<file path="src/rtl/pulse_param_loader_pkg.sv">
// pulse_param_loader_pkg: register map, reset defaults and state types shared by the parameter loader
package pulse_param_loader_pkg;

   localparam logic [7:0] SYNC_BYTE   = 8'hA5;
   localparam logic [7:0] ADDR_PER    = 8'h01;
   localparam logic [7:0] ADDR_P1WID  = 8'h02;
   localparam logic [7:0] ADDR_DEL    = 8'h03;
   localparam logic [7:0] ADDR_P2WID  = 8'h04;
   localparam logic [7:0] ADDR_NUT_W  = 8'h05;
   localparam logic [7:0] ADDR_NUT_D  = 8'h06;
   localparam logic [7:0] ADDR_CP     = 8'h07;
   localparam logic [7:0] ADDR_P_BL   = 8'h08;
   localparam logic [7:0] ADDR_BL_OFF = 8'h09;
   localparam logic [7:0] ADDR_BL     = 8'h0A;
   localparam logic [7:0] ADDR_COMMIT = 8'h0F;

   // payload length marker for addresses outside the register map
   localparam logic [2:0] LEN_BAD = 3'd7;

   typedef enum logic [1:0] {ST_IDLE, ST_ADDR, ST_DATA, ST_CSUM} state_t;
   typedef enum logic [1:0] {RX_IDLE, RX_START, RX_DATA, RX_STOP} rx_state_t;

   typedef struct packed {
      logic [31:0] per;
      logic [15:0] p1wid;
      logic [15:0] del;
      logic [15:0] p2wid;
      logic [7:0]  nut_w;
      logic [15:0] nut_d;
      logic [7:0]  cp;
      logic [7:0]  p_bl;
      logic [15:0] p_bl_off;
      logic        bl;
   } params_t;

   // same power-up values the pulse sequencer assumes
   localparam params_t PARAM_DEFAULTS = '{
      per: 32'd65536, p1wid: 16'd30, del: 16'd200, p2wid: 16'd30, nut_w: 8'd50,
      nut_d: 16'd300, cp: 8'd3, p_bl: 8'd50, p_bl_off: 16'd100, bl: 1'b1
   };

   // number of DATA bytes that follow a given address byte
   function automatic logic [2:0] addr_len(input logic [7:0] a);
      case (a)
         ADDR_PER:                                               addr_len = 3'd4;
         ADDR_P1WID, ADDR_DEL, ADDR_P2WID, ADDR_NUT_D, ADDR_BL_OFF: addr_len = 3'd2;
         ADDR_NUT_W, ADDR_CP, ADDR_P_BL, ADDR_BL:                 addr_len = 3'd1;
         ADDR_COMMIT:                                            addr_len = 3'd0;
         default:                                                addr_len = LEN_BAD;
      endcase
   endfunction

endpackage

</file>
<file path="src/rtl/pulse_param_loader_uart_rx_byte.sv">
// uart_rx_byte: 8N1 UART receiver with input synchronizer and mid-bit sampling
module uart_rx_byte
   import pulse_param_loader_pkg::*;
#(
   parameter int CLKS_PER_BIT = 434
) (
   input  logic       clk,
   input  logic       reset,
   input  logic       rxd,
   output logic [7:0] data,
   output logic       valid,
   output logic       frame_err
);

   localparam int CW = $clog2(CLKS_PER_BIT);
   localparam logic [CW-1:0] FULL = CW'(CLKS_PER_BIT - 1);
   localparam logic [CW-1:0] HALF = CW'(CLKS_PER_BIT / 2 - 1);

   logic [2:0]    sync;
   rx_state_t     ustate;
   logic [CW-1:0] cnt;
   logic [2:0]    bit_idx;

   // two synchronizer flops plus one history flop so a start needs a real falling edge
   always_ff @(posedge clk or negedge reset)
      if (!reset) sync <= 3'b111;
      else        sync <= {sync[1:0], rxd};

   // bit timing: confirm start at half a bit, then sample each bit and the stop bit at mid-bit
   always_ff @(posedge clk or negedge reset)
      if (!reset) begin
         ustate    <= RX_IDLE;
         cnt       <= '0;
         bit_idx   <= '0;
         data      <= '0;
         valid     <= 1'b0;
         frame_err <= 1'b0;
      end else begin
         valid     <= 1'b0;
         frame_err <= 1'b0;
         case (ustate)
            RX_IDLE: begin
               cnt <= '0;
               if (sync[2] && !sync[1]) ustate <= RX_START;
            end
            RX_START:
               if (cnt == HALF) begin
                  cnt     <= '0;
                  bit_idx <= '0;
                  ustate  <= sync[1] ? RX_IDLE : RX_DATA;
               end else cnt <= cnt + 1'b1;
            RX_DATA:
               if (cnt == FULL) begin
                  cnt     <= '0;
                  data    <= {sync[1], data[7:1]};
                  bit_idx <= bit_idx + 3'd1;
                  if (bit_idx == 3'd7) ustate <= RX_STOP;
               end else cnt <= cnt + 1'b1;
            default:
               if (cnt == FULL) begin
                  cnt       <= '0;
                  ustate    <= RX_IDLE;
                  valid     <= sync[1];
                  frame_err <= !sync[1];
               end else cnt <= cnt + 1'b1;
         endcase
      end

endmodule

</file>
<file path="src/rtl/pulse_param_loader.sv">
// pulse_param_loader: UART command parser that stages pulse timing parameters and commits them atomically
module pulse_param_loader
   import pulse_param_loader_pkg::*;
#(
   parameter int CLK_HZ      = 50_000_000,
   parameter int BAUD        = 115_200,
   parameter int TIMEOUT_CYC = 500_000
) (
   input  logic        clk,
   input  logic        reset,
   input  logic        rxd,
   output logic [31:0] per,
   output logic [15:0] p1wid,
   output logic [15:0] del,
   output logic [15:0] p2wid,
   output logic [7:0]  nut_w,
   output logic [15:0] nut_d,
   output logic [7:0]  cp,
   output logic [7:0]  p_bl,
   output logic [15:0] p_bl_off,
   output logic        bl,
   output logic        rx_done,
   output logic [7:0]  err_cnt,
   output logic        busy
);

   localparam int CLKS_PER_BIT = CLK_HZ / BAUD;
   localparam int TW = $clog2(TIMEOUT_CYC + 1);

   logic [7:0]    rx_data;
   logic          rx_valid;
   logic          rx_ferr;
   state_t        state;
   params_t       shadow;
   params_t       live;
   logic [7:0]    addr;
   logic [7:0]    csum;
   logic [31:0]   dbuf;
   logic [1:0]    idx;
   logic [2:0]    len;
   logic [2:0]    rx_len;
   logic [TW-1:0] to_cnt;
   logic [17:0]   span;
   logic          reject;
   logic          csum_ok;
   logic          timed_out;
   logic          abort;
   logic          err_inc;

   uart_rx_byte #(.CLKS_PER_BIT(CLKS_PER_BIT)) u_rx (
      .clk       (clk),
      .reset     (reset),
      .rxd       (rxd),
      .data      (rx_data),
      .valid     (rx_valid),
      .frame_err (rx_ferr)
   );

   assign rx_len    = addr_len(rx_data);
   assign span      = 18'(shadow.p1wid) + 18'(shadow.del) + 18'(shadow.p2wid);
   assign reject    = shadow.cp != 8'd0 && 32'(span) >= shadow.per;
   assign csum_ok   = csum == rx_data;
   assign timed_out = state != ST_IDLE && !rx_valid && to_cnt == TW'(TIMEOUT_CYC);
   assign abort     = timed_out || (rx_ferr && state != ST_IDLE);
   assign err_inc   = abort
                    || (rx_valid && state == ST_ADDR && rx_len == LEN_BAD)
                    || (rx_valid && state == ST_CSUM && (!csum_ok || (addr == ADDR_COMMIT && reject)));

   assign per      = live.per;
   assign p1wid    = live.p1wid;
   assign del      = live.del;
   assign p2wid    = live.p2wid;
   assign nut_w    = live.nut_w;
   assign nut_d    = live.nut_d;
   assign cp       = live.cp;
   assign p_bl     = live.p_bl;
   assign p_bl_off = live.p_bl_off;
   assign bl       = live.bl;
   assign busy     = state != ST_IDLE;

   // frame parser, shadow bank, commit to live, error counter and inter-byte timeout
   always_ff @(posedge clk or negedge reset)
      if (!reset) begin
         state   <= ST_IDLE;
         shadow  <= PARAM_DEFAULTS;
         live    <= PARAM_DEFAULTS;
         addr    <= '0;
         csum    <= '0;
         dbuf    <= '0;
         idx     <= '0;
         len     <= '0;
         to_cnt  <= '0;
         rx_done <= 1'b0;
         err_cnt <= '0;
      end else begin
         rx_done <= 1'b0;
         to_cnt  <= (rx_valid || state == ST_IDLE) ? '0 : to_cnt + 1'b1;
         if (err_inc && err_cnt != 8'hFF) err_cnt <= err_cnt + 8'd1;
         if (abort) state <= ST_IDLE;
         if (rx_valid)
            case (state)
               ST_IDLE: if (rx_data == SYNC_BYTE) state <= ST_ADDR;
               ST_ADDR: begin
                  addr  <= rx_data;
                  csum  <= rx_data;
                  dbuf  <= '0;
                  idx   <= '0;
                  len   <= rx_len;
                  state <= rx_len == LEN_BAD ? ST_IDLE : rx_len == 3'd0 ? ST_CSUM : ST_DATA;
               end
               ST_DATA: begin
                  dbuf[{idx, 3'b000} +: 8] <= rx_data;
                  csum <= csum ^ rx_data;
                  idx  <= idx + 2'd1;
                  if ({1'b0, idx} == len - 3'd1) state <= ST_CSUM;
               end
               default: begin
                  state <= ST_IDLE;
                  if (csum_ok && addr == ADDR_COMMIT && !reject) begin
                     live    <= shadow;
                     rx_done <= 1'b1;
                  end else if (csum_ok)
                     case (addr)
                        ADDR_PER:    shadow.per      <= dbuf;
                        ADDR_P1WID:  shadow.p1wid    <= dbuf[15:0];
                        ADDR_DEL:    shadow.del      <= dbuf[15:0];
                        ADDR_P2WID:  shadow.p2wid    <= dbuf[15:0];
                        ADDR_NUT_W:  shadow.nut_w    <= dbuf[7:0];
                        ADDR_NUT_D:  shadow.nut_d    <= dbuf[15:0];
                        ADDR_CP:     shadow.cp       <= dbuf[7:0];
                        ADDR_P_BL:   shadow.p_bl     <= dbuf[7:0];
                        ADDR_BL_OFF: shadow.p_bl_off <= dbuf[15:0];
                        ADDR_BL:     shadow.bl       <= dbuf[0];
                        default:     ;
                     endcase
               end
            endcase
      end

endmodule

</file>
<file path="config.mk">
export PLATFORM = sky130hd
export DESIGN_NAME = pulse_param_loader
export DESIGN_NICKNAME = d
export VERILOG_FILES = /design/src/rtl/pulse_param_loader_pkg.sv /design/src/rtl/pulse_param_loader_uart_rx_byte.sv /design/src/rtl/pulse_param_loader.sv
export SDC_FILE = /design/constraint.sdc
export NUM_CORES = 1
export LEC_CHECK = 0
export ABC_AREA = 0
export CORE_MARGIN = 2
export CORE_UTILIZATION = 38
export CTS_CLUSTER_SIZE = 25
export DETAILED_ROUTE_END_ITERATION = 8
export PLACE_DENSITY = 0.54
export REMOVE_ABC_BUFFERS = 1
export SYNTH_ARGS = -nofsm -noshare
export SYNTH_HDL_FRONTEND = slang
export SYNTH_SLANG_ARGS = --single-unit
</file>
<file path="constraint.sdc">
create_clock -name clk -period 5.5 [get_ports clk]
set_input_delay 1.1 -clock clk [delete_from_list [all_inputs] [get_ports clk]]
set_output_delay 1.1 -clock clk [all_outputs]
set_load 0.1 [all_outputs]
</file>
==> results of run 1 <==
-- cell usage after synthesis, types with 3 or more instances --
cell | n | area [um2]
sky130_fd_sc_hd__buf_2 | 18 | 90.1
sky130_fd_sc_hd__dfrtp_1 | 325 | 8130
sky130_fd_sc_hd__a21oi_1 | 33 | 165
sky130_fd_sc_hd__and2_1 | 8 | 50.1
sky130_fd_sc_hd__o21ai_1 | 3 | 15.0
sky130_fd_sc_hd__nand2_1 | 88 | 330
sky130_fd_sc_hd__and3_1 | 11 | 68.8
sky130_fd_sc_hd__nor2_1 | 60 | 225
sky130_fd_sc_hd__nor4b_1 | 3 | 26.3
sky130_fd_sc_hd__a31oi_1 | 4 | 25.0
sky130_fd_sc_hd__o22ai_1 | 11 | 68.8
sky130_fd_sc_hd__inv_1 | 47 | 176
sky130_fd_sc_hd__mux2_1 | 20 | 225
sky130_fd_sc_hd__dfstp_2 | 59 | 1550
sky130_fd_sc_hd__buf_4 | 12 | 90.1
sky130_fd_sc_hd__nor3_1 | 9 | 45.0
sky130_fd_sc_hd__a22o_1 | 38 | 333
sky130_fd_sc_hd__fa_1 | 17 | 340
sky130_fd_sc_hd__o21bai_1 | 3 | 22.5
sky130_fd_sc_hd__ha_1 | 56 | 701
sky130_fd_sc_hd__a211oi_1 | 4 | 30.0
sky130_fd_sc_hd__a21o_1 | 3 | 22.5
sky130_fd_sc_hd__xnor2_1 | 21 | 184
sky130_fd_sc_hd__mux2_2 | 230 | 2590
sky130_fd_sc_hd__o31a_1 | 3 | 26.3
sky130_fd_sc_hd__o21ai_0 | 65 | 325
sky130_fd_sc_hd__nand2b_1 | 5 | 31.3
sky130_fd_sc_hd__nand3_1 | 20 | 100
sky130_fd_sc_hd__or2_2 | 5 | 31.3
sky130_fd_sc_hd__or3_1 | 8 | 50.1
sky130_fd_sc_hd__nand4_1 | 12 | 75.1
sky130_fd_sc_hd__or4_1 | 5 | 37.5
sky130_fd_sc_hd__nor2b_1 | 7 | 43.8
sky130_fd_sc_hd__xor2_1 | 31 | 272
sky130_fd_sc_hd__clkbuf_1 | 31 | 116
sky130_fd_sc_hd__nor4_1 | 11 | 68.8
sky130_fd_sc_hd__o21a_1 | 4 | 30.0
-- power groups by stage --
stage,Clock [mW],Sequential [mW],Combinational (mW)
after floorplan,0,2.92,0.0991
after global placement,0,2.92,0.190
after detailed placement,0,2.93,0.195
after CTS,3.10,2.88,0.198
after global routing,3.22,2.88,0.224
final,2.99,2.88,0.189
-- registers in the layout, indices dropped and copies added (netlist names), 3 cells and up --
name          flops
p_bl_off         16
nut_d            16
dbuf             32
u_rx.bit_idx      3
p_bl              8
per              32
del              16
addr              8
err_cnt           8
p2wid            16
len               3
u_rx.data         8
shadow          137
to_cnt           19
p1wid            16
u_rx.sync         3
csum              8
cp                8
u_rx.cnt          9
nut_w             8
-- layer usage --
metal	up-vias	GRT usage, %	wire, um
met3	47	3.09	1500
met5	-	0	0
met1	5490	23.4	17900
met2	174	28.0	18900
met4	0	3.90	588
li1	5006	-	-
-- cell type report --
type	count	area (um2)
fill	4049	23500
clock inverter	21	229
multi-input combinational	833	6950
inverter	48	180
tap	592	741
clock buffer	60	1270
timing repair buffer	170	1770
sequential	384	9680
-- metrics by stage --
step / cells / total power [mW] / hold slack, ns / instance area (um2)
after floorplan: 1265 / 3.02 / 0.345 / 16800
after global placement: 2026 / 3.11 / 0.349 / 19300
after detailed placement: 2026 / 3.12 / 0.347 / 19300
after CTS: 2107 / 6.17 / 0.356 / 20800
after global routing: 2108 / 6.32 / 0.363 / 20800
final: 2108 / 6.06 / 0.356 / 20800
-- logic make-up (layout without fill, tap and decap cells) --
family | Yosys count | in the layout | share of synthesized area (%)
simple gates | 265 | 265 | 7.67
xor+xnor | 52 | 52 | 2.67
flops | 384 | 384 | 56.7
mux | 253 | 253 | 16.7
fa+ha+maj | 73 | 73 | 6.10
compound gates | 190 | 190 | 7.26
buf+inv | 110 | 299 | 2.86
-- what timing repair did --
action	4_1_cts	5_1_grt
buffers inserted	0	1
gates cloned	0	0
pin swaps	0	3
gates resized for setup	1	9
setup endpoints to repair	1	119
hold endpoints to repair	0	0
-- worst paths after layout --
path / from / to / slack (ns) / cells past startpoint
max in group asynchronous: reset / cp[3] / 3.65 / 2
hold reg to reg: u_rx.sync[0] / u_rx.sync[1] / 0.36 / 0
setup reg to reg: shadow[58] / per[30] / 0.31 / 22
hold / removal: u_rx.sync[0] / u_rx.sync[1] / 0.36 / 0
min in group asynchronous: reset / p_bl_off[0] / 0.65 / 1
setup / recovery: shadow[58] / per[30] / 0.31 / 22
==> reports/qor.txt, run 1 <==
Synth Cell Area - 17,100 um2
Rel. slew slack - 24.9%
CTS tree - done
worst vdd ir - 0.000231 V
io pins - 150
Final Net Count - 1,558
Critical Setup Path Class - register to register
max-cap violations - 0
critical path launch point type - register
vias in the first global route - 11,000
most common cell after layout, fill and taps aside - sky130_fd_sc_hd__dfrtp_1
insertion delay to the later sink of the worst-skew pair - 0.57 ns
final worst path period share - 94.3%
vertical extent of the die - 216 um
Logic pwr share - 3.1%
Post-DRT Antenna Nets - 0
clock transition at the registers of the reported paths - 0.06 ns
RSZ-0062 raised after global routing - no
maximum number of pins on one net before global-route repair - 124
share of power burned in registers - 47.5%
Crit. End Element - register
DRC violation count after routing - 0
clock tree root driver cell - sky130_fd_sc_hd__clkbuf_16
drt pass-1 iters - 6
area of the die - 46,600 um2
average detailed-routed wire length per instance - 18.4 um
highest fanout seen on the critical path - 24
internal power consumption - 4.72 mW
Overall Global Routing Usage - 17.0%
average size of a mapped cell - 12.9 um2
Port Buffers - 149
overall die width - 216 um
switching share of power - 22.2%
final critical path time including I/O delays and setup - 5.19 ns
clock tree skew after final layout - 0.0293 ns
slew at the pin closest to its max-slew limit - 1.12 ns
fraction of registers with async set or reset after synthesis - 100%
family with the most delay on the worst path - compound AO/OA/AOI/OAI gates
sum of routed wire length over all layers - 38,800 um
Worst path slowest cell - sky130_fd_sc_hd__fa_1
Sum Neg Setup Slack - 0 ns
Area growth syn-to-layout - 22.0%
biggest cell delay along the critical path - 0.54 ns
share of post-route cells with drive strength above 1 - 27.0%
classification of the worst-slack hold path - register to register
final estimated routing congestion in global placement - 0.783
vias after detailed routing - 10,700
Most Frequent Cell on Critical Path - sky130_fd_sc_hd__inv_1
Via density - 5.08
commonest cells after routing, fill and taps aside - 325 x sky130_fd_sc_hd__dfrtp_1, 230 x sky130_fd_sc_hd__mux2_2, 148 x sky130_fd_sc_hd__clkdlybuf4s50_1
synthesized instance count - 1,327
clock network fraction of design power - 49.4%
fin. max-slew vios - 0
Place WS - 0.00673 ns
area of the core - 44,300 um2
count of hold-fix buffers inserted at cts - 0
Setup Viol. Count Final - 0
ordered cell list for the critical path - inv_1 > fa_1 > inv_1 > ha_2 > inv_1 > fa_1 > nor2b_1 > o21a_1 > a311o_1 > o21ai_1 > o21ai_2 > o41ai_2 > xnor2_1 > ha_1 > nand4_1 > a21oi_1 > nor4_2 > or4_1 > o21ai_4 > buf_12 > buf_12 > mux2_2
leakage power summed over all cells - 9.77 nW
signal arrival time at the worst endpoint - 5.62 ns
power per cell area - 291 nW/um2
number of different library cells in the post-synthesis netlist - 66
TritonCTS Buffers - 45
maximum level of the CTS H-tree - 2
maximum buffer depth of the clock tree - 3
number of antenna violations at the first check in global routing - 0
number of endpoints with negative hold slack in the final report - 0
switching power - 1.34 mW
core occupancy in the finished layout - 47.0%
effective utilization at floorplan - 38.5%
number of violations reported at the end of detailed-routing iteration 0 - 581
grt total ovfl - 0
result of the run - finished clean
post-synthesis register bit count - 384
post-route worst setup slack - 0.313 ns
wire length of the first global-routing pass - 62,800 um
sequential fraction of the synthesis area - 56.7%
number of buffer and inverter instances along the worst setup path - 5
critical path data required time - 5.93 ns
HPWL reported at the end of detailed placement - 26,400 um
most used flip-flop cell after synthesis - sky130_fd_sc_hd__dfrtp_1
achievable frequency - 193 MHz
count of inserted antenna diode cells - 0
clk sink count - 384
number of enable-type register cells in the synthesized netlist - 0
total number of yosys warnings - 0
num rows - 77
Note: power is estimated with default switching activity, not from simulation.
==> run 2, diff against run 1 <==
CORE_MARGIN = 1.5   (was 2)
==> run 2 against run 1 <==
  * Global-route usage decreased by 0.37 points
  * Power decreased by 0.68%
  * Setup slack got worse by 0.079 ns
  * Combinational power decreased by 3%
  * Die area decreased by 0.92%
  * Sequential share of layout area increased by 0.11 points
  * Sequential power about the same
  * Largest power group unchanged
==> reports/qor.txt, run 2 (synthesis results as in run 1) <==
Final Net Count - 1,556 (-0.13%)
final worst path period share - 95.8% (+1.4 points)
overall die width - 215 um (-0.46%)
Reg with most FFs - shadow
insertion delay to the later sink of the worst-skew pair - 0.55 ns (-0.02 ns)
wire length of the first global-routing pass - 61,100 um (-2.7%)
commonest cells after routing, fill and taps aside - 325 x sky130_fd_sc_hd__dfrtp_1, 230 x sky130_fd_sc_hd__mux2_2, 148 x sky130_fd_sc_hd__clkdlybuf4s50_1
ordered cell list for the critical path - inv_1 > fa_1 > inv_1 > ha_1 > inv_1 > fa_1 > nor2b_1 > o21a_1 > a311o_1 > o21ai_0 > o21ai_1 > o41ai_2 > xnor2_1 > ha_1 > o21ai_0 > nor2_1 > nor4_2 > or4_1 > o21ai_4 > buf_12 > buf_12 > mux2_2
num rows - 77 (unchanged)
share of power burned in registers - 47.8% (+0.3 points)
HPWL reported at the end of detailed placement - 26,300 um (-0.17%)
critical path launch point type - register
CTS tree - done
effective utilization at floorplan - 38.6% (+0.084 points)
switching share of power - 21.7% (-0.48 points)
Overall Global Routing Usage - 16.6% (-0.37 points)
RSZ-0062 raised after global routing - no
DRC violation count after routing - 0 (unchanged)
internal power consumption - 4.71 mW (about the same)
Place WS - 0.134 ns (+0.127 ns)
classification of the worst-slack hold path - register to register
Register-to-Register Setup Slack - 0.23 ns (-0.08 ns)
signal arrival time at the worst endpoint - 5.70 ns (+0.08 ns)
number of violations reported at the end of detailed-routing iteration 0 - 556 (-4.3%)
grt total ovfl - 0 (unchanged)
clk sink count - 384 (unchanged)
count of instances resized after the clock tree is built - 0 (-1)
vertical extent of the die - 215 um (-0.46%)
Post-DRT Antenna Nets - 0 (unchanged)
number of endpoints with negative hold slack in the final report - 0 (unchanged)
area of the die - 46,200 um2 (-0.92%)
area occupied by multi-input gates - 6920 um2 (-0.41%)
clock tree root driver cell - sky130_fd_sc_hd__clkbuf_16
Largest register FFs - 137 (unchanged)
critical path data required time - 5.94 ns (about the same)
Most Frequent Cell on Critical Path - sky130_fd_sc_hd__inv_1
average detailed-routed wire length per instance - 18.1 um (-1.7%)
worst vdd ir - 0.000215 V (-7.0%)
switching power - 1.30 mW (-2.8%)
Setup Viol. Count Final - 0 (unchanged)
clock network fraction of design power - 49.2% (-0.2 points)
sequential cell area - 9680 um2 (unchanged)
TritonCTS Buffers - 43 (-4.4%)
Area growth syn-to-layout - 21.7%
max-cap violations - 0 (unchanged)
clock tree skew after final layout - 0.0185 ns (-0.0107 ns)
io pins - 150 (unchanged)
Via density - 5.04 (-0.77%)
post-route worst setup slack - 0.233 ns (-0.0792 ns)
Crit. End Element - register
achievable frequency - 190 MHz (-1.5%)
result of the run - finished clean
leakage power summed over all cells - 9.76 nW (about the same)
Port Buffers - 149 (unchanged)
power per cell area - 290 nW/um2 (-0.45%)
core occupancy in the finished layout - 47.0% (about the same)
sum of routed wire length over all layers - 38,100 um (-1.8%)
Worst Hold Slack - 0.356 ns (-0.000157 ns)
count of hold-fix buffers inserted at cts - 0 (unchanged)
fill cell instance count of the final layout - 3,995 (-1.3%)
clock transition at the registers of the reported paths - 0.05 ns (about the same)
maximum number of pins on one net before global-route repair - 121 (-2.4%)
fin. max-slew vios - 0 (unchanged)
maximum level of the CTS H-tree - 2 (unchanged)
count of inserted antenna diode cells - 0 (unchanged)
vias in the first global route - 10,700 (-2.5%)
Worst path slowest cell - sky130_fd_sc_hd__fa_1
final estimated routing congestion in global placement - 0.793 (+1.3%)
area of the core - 44,200 um2 (-0.22%)
largest registers in the final layout - shadow (137), dbuf (32), per (32)
most common cell after layout, fill and taps aside - sky130_fd_sc_hd__dfrtp_1
Rel. slew slack - 27.4% (+2.5 points)
drt pass-1 iters - 5 (-1)
share of post-route cells with drive strength above 1 - 26.3% (-0.74 points)
slew at the pin closest to its max-slew limit - 1.08 ns (-0.0456 ns)
highest fanout seen on the critical path - 18 (-25%)
vias after detailed routing - 10,600 (-0.91%)
maximum buffer depth of the clock tree - 3 (unchanged)
final critical path time including I/O delays and setup - 5.27 ns (+0.0792 ns)
number of antenna violations at the first check in global routing - 1 (+1)
Critical Setup Path Class - register to register
post-route non-filler standard cell count - 2,105 (-0.14%)
number of setup buffers added after CTS - 0 (unchanged)
biggest cell delay along the critical path - 0.54 ns (about the same)
Logic pwr share - 3.0% (about the same)
number of cells in the design after placement - 2,027 (+0.049%)
[run 2: final timing paths]
path,startpoint,cells after the start,end
max,shadow[58],22,nut_w[2]
min,u_rx.sync[0],0,u_rx.sync[1]
max reg2reg,shadow[58],22,nut_w[2]
min reg2reg,u_rx.sync[0],0,u_rx.sync[1]
max in group asynchronous,reset,2,shadow[123]
min in group asynchronous,reset,1,nut_d[0]
[run 2: per-layer routing]
layer	vias up	track usage, %	wire length [um]
met1	5427	22.7	17500
met4	0	3.85	664
met2	148	27.5	18600
li1	4998	-	-
met5	-	0	0
met3	46	3.00	1360
[run 2: critical path: cells and delay by family, from the launching register on]
| kind | cells | cell delay (ns) |
|---|---|---|
| buffers and inverters | 5 | 0.56 |
| XOR/XNOR | 1 | 0.12 |
| AO/OA/AOI/OAI | 7 | 1.57 |
| multiplexers | 1 | 0.34 |
| AND/OR/NAND/NOR | 4 | 0.76 |
| adder cells (fa/ha/maj) | 4 | 1.26 |
| flip-flops | 1 | 0.52 |
[run 2: per-stage QoR]
step | instance area [um2] | TNS, ns | power [mW]
3_3_place_gp | 19300 | 0 | 3.11
5_1_grt | 20800 | 0 | 6.25
6_report | 20800 | 0 | 6.02
2_1_floorplan | 16800 | -760.50 | 3.02
4_1_cts | 20800 | 0 | 6.11
3_5_place_dp | 19300 | 0 | 3.12
[run 2: layout make-up]
type	instances	area share [%]
flip-flops and latches	384	46.6
multi-input cells	833	33.3
repair buffers	170	8.57
clock buffers	62	6.01
well taps	592	3.57
clock inverters	16	1.07
inverters	48	0.867
[run 2: power by group through the flow]
stage          clock [mW]  sequential [mW]  combinational [mW]
2_1_floorplan           0             2.92              0.0991
3_3_place_gp            0             2.93               0.186
3_5_place_dp            0             2.93               0.190
4_1_cts              3.04             2.88               0.190
5_1_grt              3.16             2.88               0.211
6_report             2.96             2.88               0.183
==> run 3, diff against run 2 <==
CORE_ASPECT_RATIO = 1.75   (was unset)
PLACE_DENSITY = 0.57   (was 0.54)
clock period = 4.5 ns   (was 5.5 ns; I/O delays follow)
==> run 3 against run 2 <==
  * The flow now finishes with violations (setup timing)
  * Setup slack got worse by 1.0 ns
  * Sequential power increased by 22%
  * Clock-buffer cell count decreased by 4
  * Clock skew increased by 0.0040 ns
  * Die area increased by 0.11%
  * Critical path type unchanged
  * Largest cell class unchanged
==> reports/qor.txt, run 3 (synthesis results as in run 1) <==
final worst path period share - 117% (+22 points)
clock transition at the registers of the reported paths - 0.07 ns (+0.02 ns)
area of the die - 46,200 um2 (+0.11%)
grt total ovfl - 0 (unchanged)
wire length of the first global-routing pass - 65,700 um (+7.5%)
io pins - 150 (unchanged)
commonest cells after routing, fill and taps aside - 325 x sky130_fd_sc_hd__dfrtp_1, 202 x sky130_fd_sc_hd__mux2_2, 148 x sky130_fd_sc_hd__clkdlybuf4s50_1
critical path data required time - 4.90 ns (-1.04 ns)
effective utilization at floorplan - 38.5% (-0.056 points)
number of cells in the design after placement - 2,078 (+2.5%)
worst vdd ir - 0.000328 V (+52%)
highest fanout seen on the critical path - 10 (-8)
Crit. End Element - register
Critical Setup Path Class - register to register
failing checks - setup timing
share of post-route cells with drive strength above 1 - 31.1% (+4.8 points)
final critical path time including I/O delays and setup - 5.29 ns (+0.0199 ns)
maximum level of the CTS H-tree - 2 (unchanged)
Reg with most FFs - shadow
leakage power summed over all cells - 10.3 nW (+5.4%)
clock tree skew after final layout - 0.0225 ns (+0.00396 ns)
post-route worst setup slack - -0.786 ns (-1.02 ns)
vias in the first global route - 11,700 (+8.8%)
Via density - 5.08 (+0.73%)
overall die width - 163 um (-24%)
fin. max-slew vios - 0 (unchanged)
number of violations reported at the end of detailed-routing iteration 0 - 445 (-20%)
classification of the worst-slack hold path - register to register
achievable frequency - 189 MHz (-0.38%)
critical path launch point type - register
slew at the pin closest to its max-slew limit - 1.10 ns (+0.0239 ns)
fill cell instance count of the final layout - 3,903 (-2.3%)
Rel. slew slack - 26.3% (-1.1 points)
TritonCTS Buffers - 37 (-14%)
maximum buffer depth of the clock tree - 3 (unchanged)
insertion delay to the later sink of the worst-skew pair - 0.53 ns (-0.02 ns)
Final Net Count - 1,641 (+5.5%)
Largest register FFs - 137 (unchanged)
number of antenna violations at the first check in global routing - 0 (-1)
vias after detailed routing - 11,000 (+3.5%)
Overall Global Routing Usage - 18.3% (+1.7 points)
clock tree root driver cell - sky130_fd_sc_hd__clkbuf_16
family with the most delay on the worst path - compound AO/OA/AOI/OAI gates
vertical extent of the die - 283 um (+32%)
number of buffer and inverter instances along the worst setup path - 5 (unchanged)
post-route non-filler standard cell count - 2,163 (+2.8%)
signal arrival time at the worst endpoint - 5.69 ns (about the same)
sum of routed wire length over all layers - 41,700 um (+9.5%)
Worst path slowest cell - sky130_fd_sc_hd__fa_2
biggest cell delay along the critical path - 0.56 ns (+0.02 ns)
count of hold-fix buffers inserted at cts - 0 (unchanged)
power per cell area - 312 nW/um2 (+7.8%)
Setup Viol. Count Final - 145 (+145)
largest registers in the final layout - shadow (137), dbuf (32), per (32)
drt pass-1 iters - 4 (-1)
average detailed-routed wire length per instance - 19.3 um (+6.5%)
final estimated routing congestion in global placement - 0.824 (+3.9%)
clk sink count - 384 (unchanged)
Sum Neg Setup Slack - -97.62 ns (-97.62 ns)
count of inserted antenna diode cells - 0 (unchanged)
number of endpoints with negative hold slack in the final report - 0 (unchanged)
Most Frequent Cell on Critical Path - sky130_fd_sc_hd__inv_2
max-cap violations - 0 (unchanged)
most common cell after layout, fill and taps aside - sky130_fd_sc_hd__dfrtp_1
DRC violation count after routing - 0 (unchanged)
maximum number of pins on one net before global-route repair - 105 (-13%)
Post-DRT Antenna Nets - 0 (unchanged)
CTS tree - done
area of the core - 44,300 um2 (+0.14%)
num rows - 102 (+32%)
Port Buffers - 149 (unchanged)
ordered cell list for the critical path - inv_2 > fa_2 > inv_2 > ha_4 > a211oi_2 > buf_4 > o21bai_1 > a21o_1 > o31a_1 > a31o_2 > o41a_1 > xor2_1 > ha_1 > nand4_1 > a21oi_2 > nor4_4 > or4_4 > o21ai_4 > buf_12 > bufbuf_16 > mux2_2
HPWL reported at the end of detailed placement - 29,000 um (+10%)
RSZ-0062 raised after global routing - yes
Area growth syn-to-layout - 26.1%
result of the run - finished, violations left
run 3: layout make-up:
| class | instances | area [um2] | area share (%) |
|---|---|---|---|
| inverter | 48 | 180 | 0.837 |
| timing repair buffer | 261 | 2670 | 12.4 |
| sequential | 384 | 9680 | 45.0 |
| clock buffer | 58 | 1100 | 5.13 |
| clock inverter | 7 | 37.5 | 0.174 |
| multi-input combinational | 833 | 7130 | 33.1 |
| tap | 572 | 716 | 3.32 |
run 3: where the power goes:
part           switching [mW]  total (mW)  internal [mW]
logic                   0.160       0.227         0.0669
registers              0.0349        3.51           3.48
clock network            1.30        2.98           1.68
total                    1.49        6.73           5.23
run 3: worst register-to-register path: cells and delay by family (launching register included):
family	cells	cell delay [ns]
simple gates	3	0.59
xor+xnor	1	0.17
compound gates	8	1.77
flops	1	0.54
buf+inv	5	0.71
mux	1	0.33
fa+ha+maj	3	1.02
run 3: final timing paths:
kind                         startpoint           end  slack, ns  depth (start not counted)
min                        u_rx.sync[0]  u_rx.sync[1]       0.36                          0
max reg2reg                  shadow[58]      nut_d[6]      -0.79                         21
min in group asynchronous         reset    err_cnt[4]       0.37                          1
max                          shadow[58]      nut_d[6]      -0.79                         21
min reg2reg                u_rx.sync[0]  u_rx.sync[1]       0.36                          0
max in group asynchronous         reset      nut_d[5]       3.00                          2
run 3: layer usage:
metal	vias to the layer above	global-route usage (%)	wire (um)
li1	5150	-	-
met1	5591	20.4	15900
met2	175	34.6	23100
met3	75	2.18	1170
met4	0	7.48	1520
met5	-	0	0
run 3: metrics by stage:
stage	hold slack (ns)	util [%]	setup slack, ns	cell area [um2]	power, mW
final	0.359	48.6	-0.786	21500	6.73
after global routing	0.362	48.6	-0.941	21500	6.98
after CTS	0.361	48.1	-0.801	21300	6.84
after detailed placement	0.348	44.7	-0.924	19800	3.82
after global placement	0.347	44.7	-0.838	19800	3.81
after floorplan	0.345	-	-6.65	16800	3.69
run 3: repair_timing:
action	in CTS	in global routing
gates cloned	5	1
pin swaps	4	5
endpoints found under the setup margin	146	146
setup buffers	6	11
gates resized for setup	45	37
